<file path="src/rtl/lcd_bus_pkg.sv">
// Shared definitions for the 8080-style LCD write-bus receiver:
// command codes, decoder state encoding and the internal coordinate type.
package lcd_bus_pkg;

   localparam logic [7:0] CMD_CASET = 8'h2A;
   localparam logic [7:0] CMD_PASET = 8'h2B;
   localparam logic [7:0] CMD_RAMWR = 8'h2C;

   typedef enum logic [1:0] {
      ST_IDLE,
      ST_CASET_P,
      ST_PASET_P,
      ST_RAMWR
   } lcd_state_t;

   typedef logic [15:0] coord_t;

endpackage

</file>
<file path="src/rtl/lcd_bus_rx_if.sv">
// LCD 8080-style write bus as seen between the DMA controller (master)
// and the panel model (slave).
interface lcd_bus_rx_if;
   logic        lcd_d_c_n;
   logic        lcd_wr_n;
   logic [15:0] lcd_data;

   modport master (output lcd_d_c_n, output lcd_wr_n, output lcd_data);
   modport slave  (input  lcd_d_c_n, input  lcd_wr_n, input  lcd_data);
endinterface

</file>
<file path="src/rtl/lcd_bus_sync.sv">
// Synchronizes the asynchronous {wr_n, d_c_n, data} bundle into clk and
// emits a registered one-cycle write event on the synchronized wr_n rise.
module lcd_bus_sync #(
   parameter int SYNC_STAGES = 2
) (
   input  logic        clk,
   input  logic        reset,
   input  logic        wr_n,
   input  logic        d_c_n,
   input  logic [15:0] data,
   output logic        ev_valid,
   output logic        ev_d_c_n,
   output logic [15:0] ev_data
);

   // wr_n idles high so a reset never manufactures a rising edge
   localparam logic [17:0] BUNDLE_RST = 18'h2_0000;

   logic [17:0] stg [SYNC_STAGES];
   logic        wr_last;

   always_ff @(posedge clk or posedge reset) begin
      if (reset) begin
         for (int i = 0; i < SYNC_STAGES; i++) stg[i] <= BUNDLE_RST;
         wr_last  <= 1'b1;
         ev_valid <= 1'b0;
         ev_d_c_n <= 1'b0;
         ev_data  <= 16'h0000;
      end else begin
         stg[0] <= {wr_n, d_c_n, data};
         for (int i = 1; i < SYNC_STAGES; i++) stg[i] <= stg[i-1];
         wr_last  <= stg[SYNC_STAGES-1][17];
         ev_valid <= stg[SYNC_STAGES-1][17] & ~wr_last;
         ev_d_c_n <= stg[SYNC_STAGES-1][16];
         ev_data  <= stg[SYNC_STAGES-1][15:0];
      end
   end

endmodule

</file>
<file path="src/rtl/lcd_bus_rx.sv">
// ILI9341-subset command decoder: window registers (CASET/PASET) and an
// addressed RAMWR pixel stream. LCD_BUS_RX_STATS_EN adds pix_count/frame_done.
//
// state      | meaning
// -----------+-----------------------------------------------
// ST_IDLE    | no active command; data writes are errors
// ST_CASET_P | collecting 4 column-window parameter bytes
// ST_PASET_P | collecting 4 page-window parameter bytes
// ST_RAMWR   | each data write is a pixel at (x,y)
module lcd_bus_rx
   import lcd_bus_pkg::*;
#(
   parameter int SYNC_STAGES = 2,
   parameter int COORD_W     = 9,
   parameter int COL_MAX     = 239,
   parameter int PAGE_MAX    = 319
) (
   input  logic               clk,
   input  logic               reset,
   lcd_bus_rx_if.slave        bus,
   output logic               pix_valid,
   output logic [COORD_W-1:0] pix_x,
   output logic [COORD_W-1:0] pix_y,
   output logic [15:0]        pix_data,
   output logic               cmd_valid,
   output logic [7:0]         cmd_code,
`ifdef LCD_BUS_RX_STATS_EN
   output logic [31:0]        pix_count,
   output logic               frame_done,
`endif
   output logic               proto_err
);

   localparam coord_t EC_RST = 16'(COL_MAX);
   localparam coord_t EP_RST = 16'(PAGE_MAX);

   logic        ev_valid;
   logic        ev_d_c_n;
   logic [15:0] ev_data;

   lcd_bus_sync #(.SYNC_STAGES(SYNC_STAGES)) u_sync (
      .clk      (clk),
      .reset    (reset),
      .wr_n     (bus.lcd_wr_n),
      .d_c_n    (bus.lcd_d_c_n),
      .data     (bus.lcd_data),
      .ev_valid (ev_valid),
      .ev_d_c_n (ev_d_c_n),
      .ev_data  (ev_data)
   );

   lcd_state_t state, state_n;
   logic [1:0] pcnt, pcnt_n;
   coord_t     sh_start, sh_start_n;
   logic [7:0] sh_end_hi, sh_end_hi_n;
   coord_t     sc, sc_n, ec, ec_n, sp, sp_n, ep, ep_n;
   coord_t     x, x_n, y, y_n;
   coord_t     end_cat;

   logic               pix_valid_n;
   logic [COORD_W-1:0] pix_x_n, pix_y_n;
   logic [15:0]        pix_data_n;
   logic               cmd_valid_n;
   logic [7:0]         cmd_code_n;
   logic               proto_err_n;
`ifdef LCD_BUS_RX_STATS_EN
   logic [31:0]        pix_count_n;
   logic               frame_done_n;
`endif

   always_ff @(posedge clk or posedge reset) begin
      if (reset) begin
         state     <= ST_IDLE;
         pcnt      <= 2'd0;
         sh_start  <= '0;
         sh_end_hi <= 8'h00;
         sc        <= '0;
         ec        <= EC_RST;
         sp        <= '0;
         ep        <= EP_RST;
         x         <= '0;
         y         <= '0;
         pix_valid <= 1'b0;
         pix_x     <= '0;
         pix_y     <= '0;
         pix_data  <= 16'h0000;
         cmd_valid <= 1'b0;
         cmd_code  <= 8'h00;
         proto_err <= 1'b0;
`ifdef LCD_BUS_RX_STATS_EN
         pix_count  <= 32'd0;
         frame_done <= 1'b0;
`endif
      end else begin
         state     <= state_n;
         pcnt      <= pcnt_n;
         sh_start  <= sh_start_n;
         sh_end_hi <= sh_end_hi_n;
         sc        <= sc_n;
         ec        <= ec_n;
         sp        <= sp_n;
         ep        <= ep_n;
         x         <= x_n;
         y         <= y_n;
         pix_valid <= pix_valid_n;
         pix_x     <= pix_x_n;
         pix_y     <= pix_y_n;
         pix_data  <= pix_data_n;
         cmd_valid <= cmd_valid_n;
         cmd_code  <= cmd_code_n;
         proto_err <= proto_err_n;
`ifdef LCD_BUS_RX_STATS_EN
         pix_count  <= pix_count_n;
         frame_done <= frame_done_n;
`endif
      end
   end

   always_comb begin
      state_n     = state;
      pcnt_n      = pcnt;
      sh_start_n  = sh_start;
      sh_end_hi_n = sh_end_hi;
      sc_n        = sc;
      ec_n        = ec;
      sp_n        = sp;
      ep_n        = ep;
      x_n         = x;
      y_n         = y;
      end_cat     = {sh_end_hi, ev_data[7:0]};
      pix_valid_n = 1'b0;
      pix_x_n     = pix_x;
      pix_y_n     = pix_y;
      pix_data_n  = pix_data;
      cmd_valid_n = 1'b0;
      cmd_code_n  = cmd_code;
      proto_err_n = 1'b0;
`ifdef LCD_BUS_RX_STATS_EN
      pix_count_n  = pix_count;
      frame_done_n = 1'b0;
`endif

      if (ev_valid) begin
         if (!ev_d_c_n) begin
            // a command always wins, abandoning any partial parameter set
            cmd_valid_n = 1'b1;
            cmd_code_n  = ev_data[7:0];
            pcnt_n      = 2'd0;
            case (ev_data[7:0])
               CMD_CASET: state_n = ST_CASET_P;
               CMD_PASET: state_n = ST_PASET_P;
               CMD_RAMWR: begin
                  state_n = ST_RAMWR;
                  x_n     = sc;
                  y_n     = sp;
`ifdef LCD_BUS_RX_STATS_EN
                  pix_count_n = 32'd0;
`endif
               end
               default:   state_n = ST_IDLE;
            endcase
         end else begin
            case (state)
               ST_IDLE: proto_err_n = 1'b1;
               ST_CASET_P, ST_PASET_P: begin
                  pcnt_n = pcnt + 2'd1;
                  case (pcnt)
                     2'd0: sh_start_n[15:8] = ev_data[7:0];
                     2'd1: sh_start_n[7:0]  = ev_data[7:0];
                     2'd2: sh_end_hi_n      = ev_data[7:0];
                     default: begin
                        state_n = ST_IDLE;
                        if (sh_start > end_cat) begin
                           proto_err_n = 1'b1;
                        end else if (state == ST_CASET_P) begin
                           sc_n = sh_start;
                           ec_n = end_cat;
                        end else begin
                           sp_n = sh_start;
                           ep_n = end_cat;
                        end
                     end
                  endcase
               end
               default: begin
                  pix_valid_n = 1'b1;
                  pix_x_n     = x[COORD_W-1:0];
                  pix_y_n     = y[COORD_W-1:0];
                  pix_data_n  = ev_data;
`ifdef LCD_BUS_RX_STATS_EN
                  if (pix_count != 32'hFFFF_FFFF) pix_count_n = pix_count + 32'd1;
                  frame_done_n = (x == ec) && (y == ep);
`endif
                  if (x == ec) begin
                     x_n = sc;
                     y_n = (y == ep) ? sp : y + 16'd1;
                  end else begin
                     x_n = x + 16'd1;
                  end
               end
            endcase
         end
      end
   end

endmodule

</file>
<file path="src/flat_wrapper.sv">
// flat-port wrapper written by rule: the top's interface ports become plain ports
module lcd_bus_rx_flat import lcd_bus_pkg::*;
#(
   parameter int SYNC_STAGES = 2,
   parameter int COORD_W     = 9,
   parameter int COL_MAX     = 239,
   parameter int PAGE_MAX    = 319
)
  (clk, reset, pix_valid, pix_x, pix_y, pix_data, cmd_valid, cmd_code, proto_err, bus_lcd_d_c_n, bus_lcd_wr_n, bus_lcd_data);
  lcd_bus_rx_if bus_i ();
  input  logic clk;
  input  logic reset;
  output logic pix_valid;
  output logic [COORD_W-1:0] pix_x;
  output logic [COORD_W-1:0] pix_y;
  output logic [15:0] pix_data;
  output logic cmd_valid;
  output logic [7:0] cmd_code;
  output logic proto_err;
  input wire logic [$bits(bus_i.lcd_d_c_n)-1:0] bus_lcd_d_c_n;
  input wire logic [$bits(bus_i.lcd_wr_n)-1:0] bus_lcd_wr_n;
  input wire logic [$bits(bus_i.lcd_data)-1:0] bus_lcd_data;
  assign bus_i.lcd_d_c_n = bus_lcd_d_c_n;
  assign bus_i.lcd_wr_n = bus_lcd_wr_n;
  assign bus_i.lcd_data = bus_lcd_data;
  lcd_bus_rx #(.SYNC_STAGES(SYNC_STAGES), .COORD_W(COORD_W), .COL_MAX(COL_MAX), .PAGE_MAX(PAGE_MAX)) u_core (.clk(clk), .reset(reset), .bus(bus_i), .pix_valid(pix_valid), .pix_x(pix_x), .pix_y(pix_y), .pix_data(pix_data), .cmd_valid(cmd_valid), .cmd_code(cmd_code), .proto_err(proto_err));
endmodule
</file>
<file path="config.mk">
export PLATFORM = sky130hd
export DESIGN_NAME = lcd_bus_rx_flat
export DESIGN_NICKNAME = d
export VERILOG_FILES = /design/src/rtl/lcd_bus_pkg.sv /design/src/rtl/lcd_bus_rx_if.sv /design/src/rtl/lcd_bus_sync.sv /design/src/rtl/lcd_bus_rx.sv /design/src/flat_wrapper.sv
export SDC_FILE = /design/constraint.sdc
export NUM_CORES = 1
export LEC_CHECK = 0
export CAP_MARGIN = 20
export CORE_MARGIN = 2
export CORE_UTILIZATION = 47
export CTS_CLUSTER_DIAMETER = 30
export DETAILED_ROUTE_END_ITERATION = 10
export DONT_BUFFER_PORTS = 1
export GPL_TIMING_DRIVEN = 0
export PLACE_DENSITY = 0.7
export SLEW_MARGIN = 40
export SYNTH_ARGS = -nofsm -noshare
export SYNTH_HDL_FRONTEND = slang
export SYNTH_SLANG_ARGS = --single-unit
</file>
<file path="constraint.sdc">
create_clock -name clk -period 10.6 [get_ports clk]
set_input_delay 2.12 -clock clk [delete_from_list [all_inputs] [get_ports clk]]
set_output_delay 2.12 -clock clk [all_outputs]
set_load 0.05 [all_outputs]
</file>
# After elaboration in Yosys (flattened, before gate mapping)
# Index checks and enable logic that the tools add are counted.
dict set report totals {
  regBits 224
  in_bits 20
  out_inout_bits 45
  wordCells 90
}
dict set report classes {
  add_sub_neg 3
  order_cmp 1
  eq_ne 13
  n_mux 25
  bitwise_logic 7
  reduce_logical 17
}
# operator n
set op_table {}
lappend op_table {{$mux 16} 9}
lappend op_table {{$add 16x1->16 const B} 2}
lappend op_table {{$eq 16x16->1} 2}
lappend op_table {{$eq 8x6->1 const B} 3}
lappend op_table {{$gt 16x16->1} 1}
lappend op_table {{$reduce_and 4->1} 4}
lappend op_table {{$reduce_and 6->1} 2}
lappend op_table {{$mux 2} 5}
lappend op_table {{$mux 1} 9}
lappend op_table {{$reduce_and 3->1} 3}
lappend op_table {{$not 1->1} 6}
lappend op_table {{$pmux 2 s3} 1}
lappend op_table {{$reduce_or 3->1} 2}
lappend op_table {{$eq 2x1->1 const B} 2}
lappend op_table {{$eq 2x2->1 const B} 2}
lappend op_table {{$logic_not 2->1} 2}
lappend op_table {{$ne 2x1->1 const B} 2}
lappend op_table {{$ne 2x2->1 const B} 2}
lappend op_table {{$reduce_and 2->1} 2}
lappend op_table {{$add 2x1->2 const B} 1}
lappend op_table {{$pmux 1 s2} 1}
lappend op_table {{$reduce_bool 2->1} 1}
lappend op_table {{$reduce_or 2->1} 1}
lappend op_table {{$and 1x1->1} 1}

# Depth between registers and ports, before layout
dict set report logic_depth {
  ltp_word 6
  ltp_mapped 10
  depth_no_buf 8
}

# Cells and area by module
# A second synthesis with hierarchy kept.
dict set report unflattened {
  cells_unflattened 1193
  area_unflattened_um2 11174.5
}
# mod instances cells_per_inst area_each_um2 seq_area_each_um2
set by_module_without_submodules {}
lappend by_module_without_submodules {lcd_bus_rx 1 1136 9776.9 4246.6}
lappend by_module_without_submodules {lcd_bus_sync 1 57 1397.6 1380.1}

# Least setup slack after synthesis
# Ideal clock, no wire load.
dict set report synth_timing {
  path_kind {register -> output}
  start {reg u_core.cmd_code[1]}
  end {out cmd_code[1]}
  arrival_time_ns 0.600
  required_ns 8.480
  setup_slack_ns 7.880
  stages_incl_launch_ff 1
  path_buffers 0
  path_cell_list {dfrtp_1}
}
# element line_no
set synth_lines {}
lappend synth_lines {{start: declaration} lcd_bus_rx.sv:26} ;# output logic [7:0] cmd_code,
lappend synth_lines {{start signal: assignment} lcd_bus_rx.sv:110} ;# cmd_code <= cmd_code_n;
lappend synth_lines {{end: declaration} flat_wrapper.sv:18} ;# output logic [7:0] cmd_code;
# No word-level cell between the ends.

# Final worst setup path
dict set report layout_timing {
  start {reg u_core.pix_data[6]}
  end {out pix_data[6]}
}
# element line_no
set layout_lines {}
lappend layout_lines {{start: declaration} lcd_bus_rx.sv:24} ;# output logic [15:0] pix_data,
lappend layout_lines {{start signal: assignment} lcd_bus_rx.sv:108} ;# pix_data <= pix_data_n;
lappend layout_lines {{end: declaration} flat_wrapper.sv:16} ;# output logic [15:0] pix_data;
# No word-level cell between the ends.

==> metrics.cfg <==
[timing]
relSlewSlack=0.487
period_share=0.314
finalHoldViolCount=0
drv_slew=0
finalSetupViolCount=0
setup-tns-final_ns=0
rsz0062_at_grt=false
finalCriticalPeriod_ns=3.32
tightest_slew_ns=0.770
whs_ns=0.347
max_freq_mhz=301
fin_skew_ns=0.0284

[synth]
ys_seq_area_frac=0.506
syn_nets=1204
synth-edff-count=0
ys_seq_elements=224
synth_area_leader_cell=dfrtp_1
ys_warn_count=0
synth.distinct_cells=52
avgSynthCellArea_um2=9.59
async_flop_share=1.00
netlist_top_cells_area=dfrtp_1, nand3_1, o211ai_1
yosys_most_used_dff=dfrtp_1
synth_top_area_share=0.466
synthCells=1159
synthesis.area_mm2=0.0111

[critical_path]
crit_fanout=2
worst-endpoint-required_ns=8.48
cp-start-kind=flop
crit_arrival_ns=1.20
endpoint_kind=primary output
path_class=reg -> out

[power]
p_sw_frac=0.287
combPwrFrac=0.093
clkPwrFrac=0.552
netSwitchingPower_w=0.000744
p_leak_nw=5.65
vdd_ir_drop_max_mv=0.177
power_density_mw_per_mm2=197
cellInternalPower_w=0.00185
power_frac_seq=0.354

[floorplan]
die_height_um=158
core_mm2=0.0233
rows=56
die-area_mm2=0.0249
io_pins=65
die_w_um=158
start_util=0.476

[global_route]
grt_overflow=0
grt_max_degree=83
antenna_found_initial=0
grt_pass1_vias=9139
grt_first_pass_wirelength_um=50000
grt_use_total=0.258

[detailed_routing]
drt_iter0_markers=1057
post_drt_via_cell_ratio=5.95
post_drt_wl_per_cell_um=20.0
drt_first_pass_iters=6
num_vias=9292
antenna_left=0
drt-total-wl_um=31300
drc=0

[clocking]
clk_path_buf_depth=3
clk_pin_slew_ns=0.06
cts_hold_buf=0
cts.repair.resized=0
cts_setup_buffers=0
cts-root-buf=clkbuf_16
cts_sinks=224
cts_buffers=45
clkLatencyLatePin_ns=0.55
cts_tree=built
htree_levels=2

[layout]
nets=1253
final_area_mm2=0.0131
final_cell_mix=dfrtp_1, nand3_1, nand2_1
top_register=u_core.u_sync.stg
syn_to_final_growth_pct=18.2
num_antenna_cells=0
largest_reg_flops=36
layout_commonest_cell=dfrtp_1
n_fill_cell=1956
layout-drive-gt1-share=0.125

[placement]
place_area_mm2=0.0116
gp_congestion=0.910
portBuffers=0
dpl.hpwl_um=21600

[outcome]
outcome=completed

[hold_path]
min_path_type=reg -> reg

[run]
max-cap-violations=0

-- worst reg2reg max path, delay by kind of cell, from the launching register on --
family	cells	cell delay (ns)
compound gates	3	0.51
fa+ha+maj	1	0.28
simple gates	3	0.41
buf+inv	3	1.24
flops	1	0.43
-- synthesized netlist by cell type, drive strengths merged (28+ instances only) --
| cell type | n |
|---|---|
| xnor2 | 39 |
| o211ai | 65 |
| mux2 | 31 |
| clkbuf | 65 |
| nand3 | 138 |
| a21boi | 63 |
| nor2 | 83 |
| a21oi | 85 |
| inv | 28 |
| nand2 | 108 |
| dfrtp | 207 |
| o21ai | 76 |
-- logic make-up after synthesis --
group / count (synthesis) / synth area share
buf+inv: 120 / 0.0460
simple gates: 393 / 0.166
fa+ha+maj: 25 / 0.0281
compound gates: 314 / 0.180
mux: 37 / 0.0368
xor+xnor: 46 / 0.0369
flops: 224 / 0.506
-- power groups by stage --
stage / sequential, W / combinational [W] / clock, W
2_1_floorplan: 0.000925 / 0.000159 / 0
3_3_place_gp: 0.000931 / 0.000230 / 0
3_5_place_dp: 0.000931 / 0.000237 / 0
4_1_cts: 0.000918 / 0.000238 / 0.00145
5_1_grt: 0.000920 / 0.000263 / 0.00149
6_report: 0.000918 / 0.000242 / 0.00143
-- final timing paths --
| kind | startpoint | end | slack [ns] | cells after the start |
|---|---|---|---|---|
| min in group asynchronous | reset | u_core.u_sync.stg[34]$_DFF_PP0_ | 1.50 | 1 |
| hold / removal | u_core.u_sync.stg[12]$_DFF_PP0_ | u_core.u_sync.ev_data[12]$_DFF_PP0_ | 0.35 | 0 |
| max in group asynchronous | reset | u_core.ec[5]$_DFFE_PP1P_ | 8.28 | 2 |
| setup reg to reg | u_core.u_sync.ev_data[1]$_DFF_PP0_ | u_core.ec[5]$_DFFE_PP1P_ | 7.67 | 10 |
| setup / recovery | u_core.pix_data[6]$_DFFE_PP0P_ | pix_data[6] | 7.28 | 0 |
| hold reg to reg | u_core.u_sync.stg[12]$_DFF_PP0_ | u_core.u_sync.ev_data[12]$_DFF_PP0_ | 0.35 | 0 |
-- layer usage --
layer | part of all wire | global-route usage | up-vias
li1 | - | - | 4235
met1 | 0.42 | 0.356 | 4561
met2 | 0.46 | 0.395 | 411
met3 | 0.072 | 0.0460 | 85
met4 | 0.044 | 0.121 | 0
met5 | 0 | 0 | -
-- through the flow --
step	total power, W	setup WS [ns]	std cells	utilization
2_1_floorplan	0.00108	2.37	1159	-
3_3_place_gp	0.00116	0.0272	1478	0.493
3_5_place_dp	0.00117	7.67	1480	0.496
4_1_cts	0.00261	7.25	1561	0.563
5_1_grt	0.00267	7.25	1561	0.563
6_report	0.00259	7.28	1561	0.563
-- cell type report --
class / count / area, µm² / area share
Inverter: 28 / 113 / 0.00857
Sequential cell: 224 / 5630 / 0.428
Clock inverter: 28 / 364 / 0.0277
Buffer: 92 / 407 / 0.0310
Multi-Input combinational cell: 815 / 4970 / 0.379
Clock buffer: 53 / 1200 / 0.0911
Tap cell: 319 / 399 / 0.0304
Timing Repair Buffer: 2 / 55.1 / 0.00419
No activity file was read; power rests on OpenSTA's default activity.
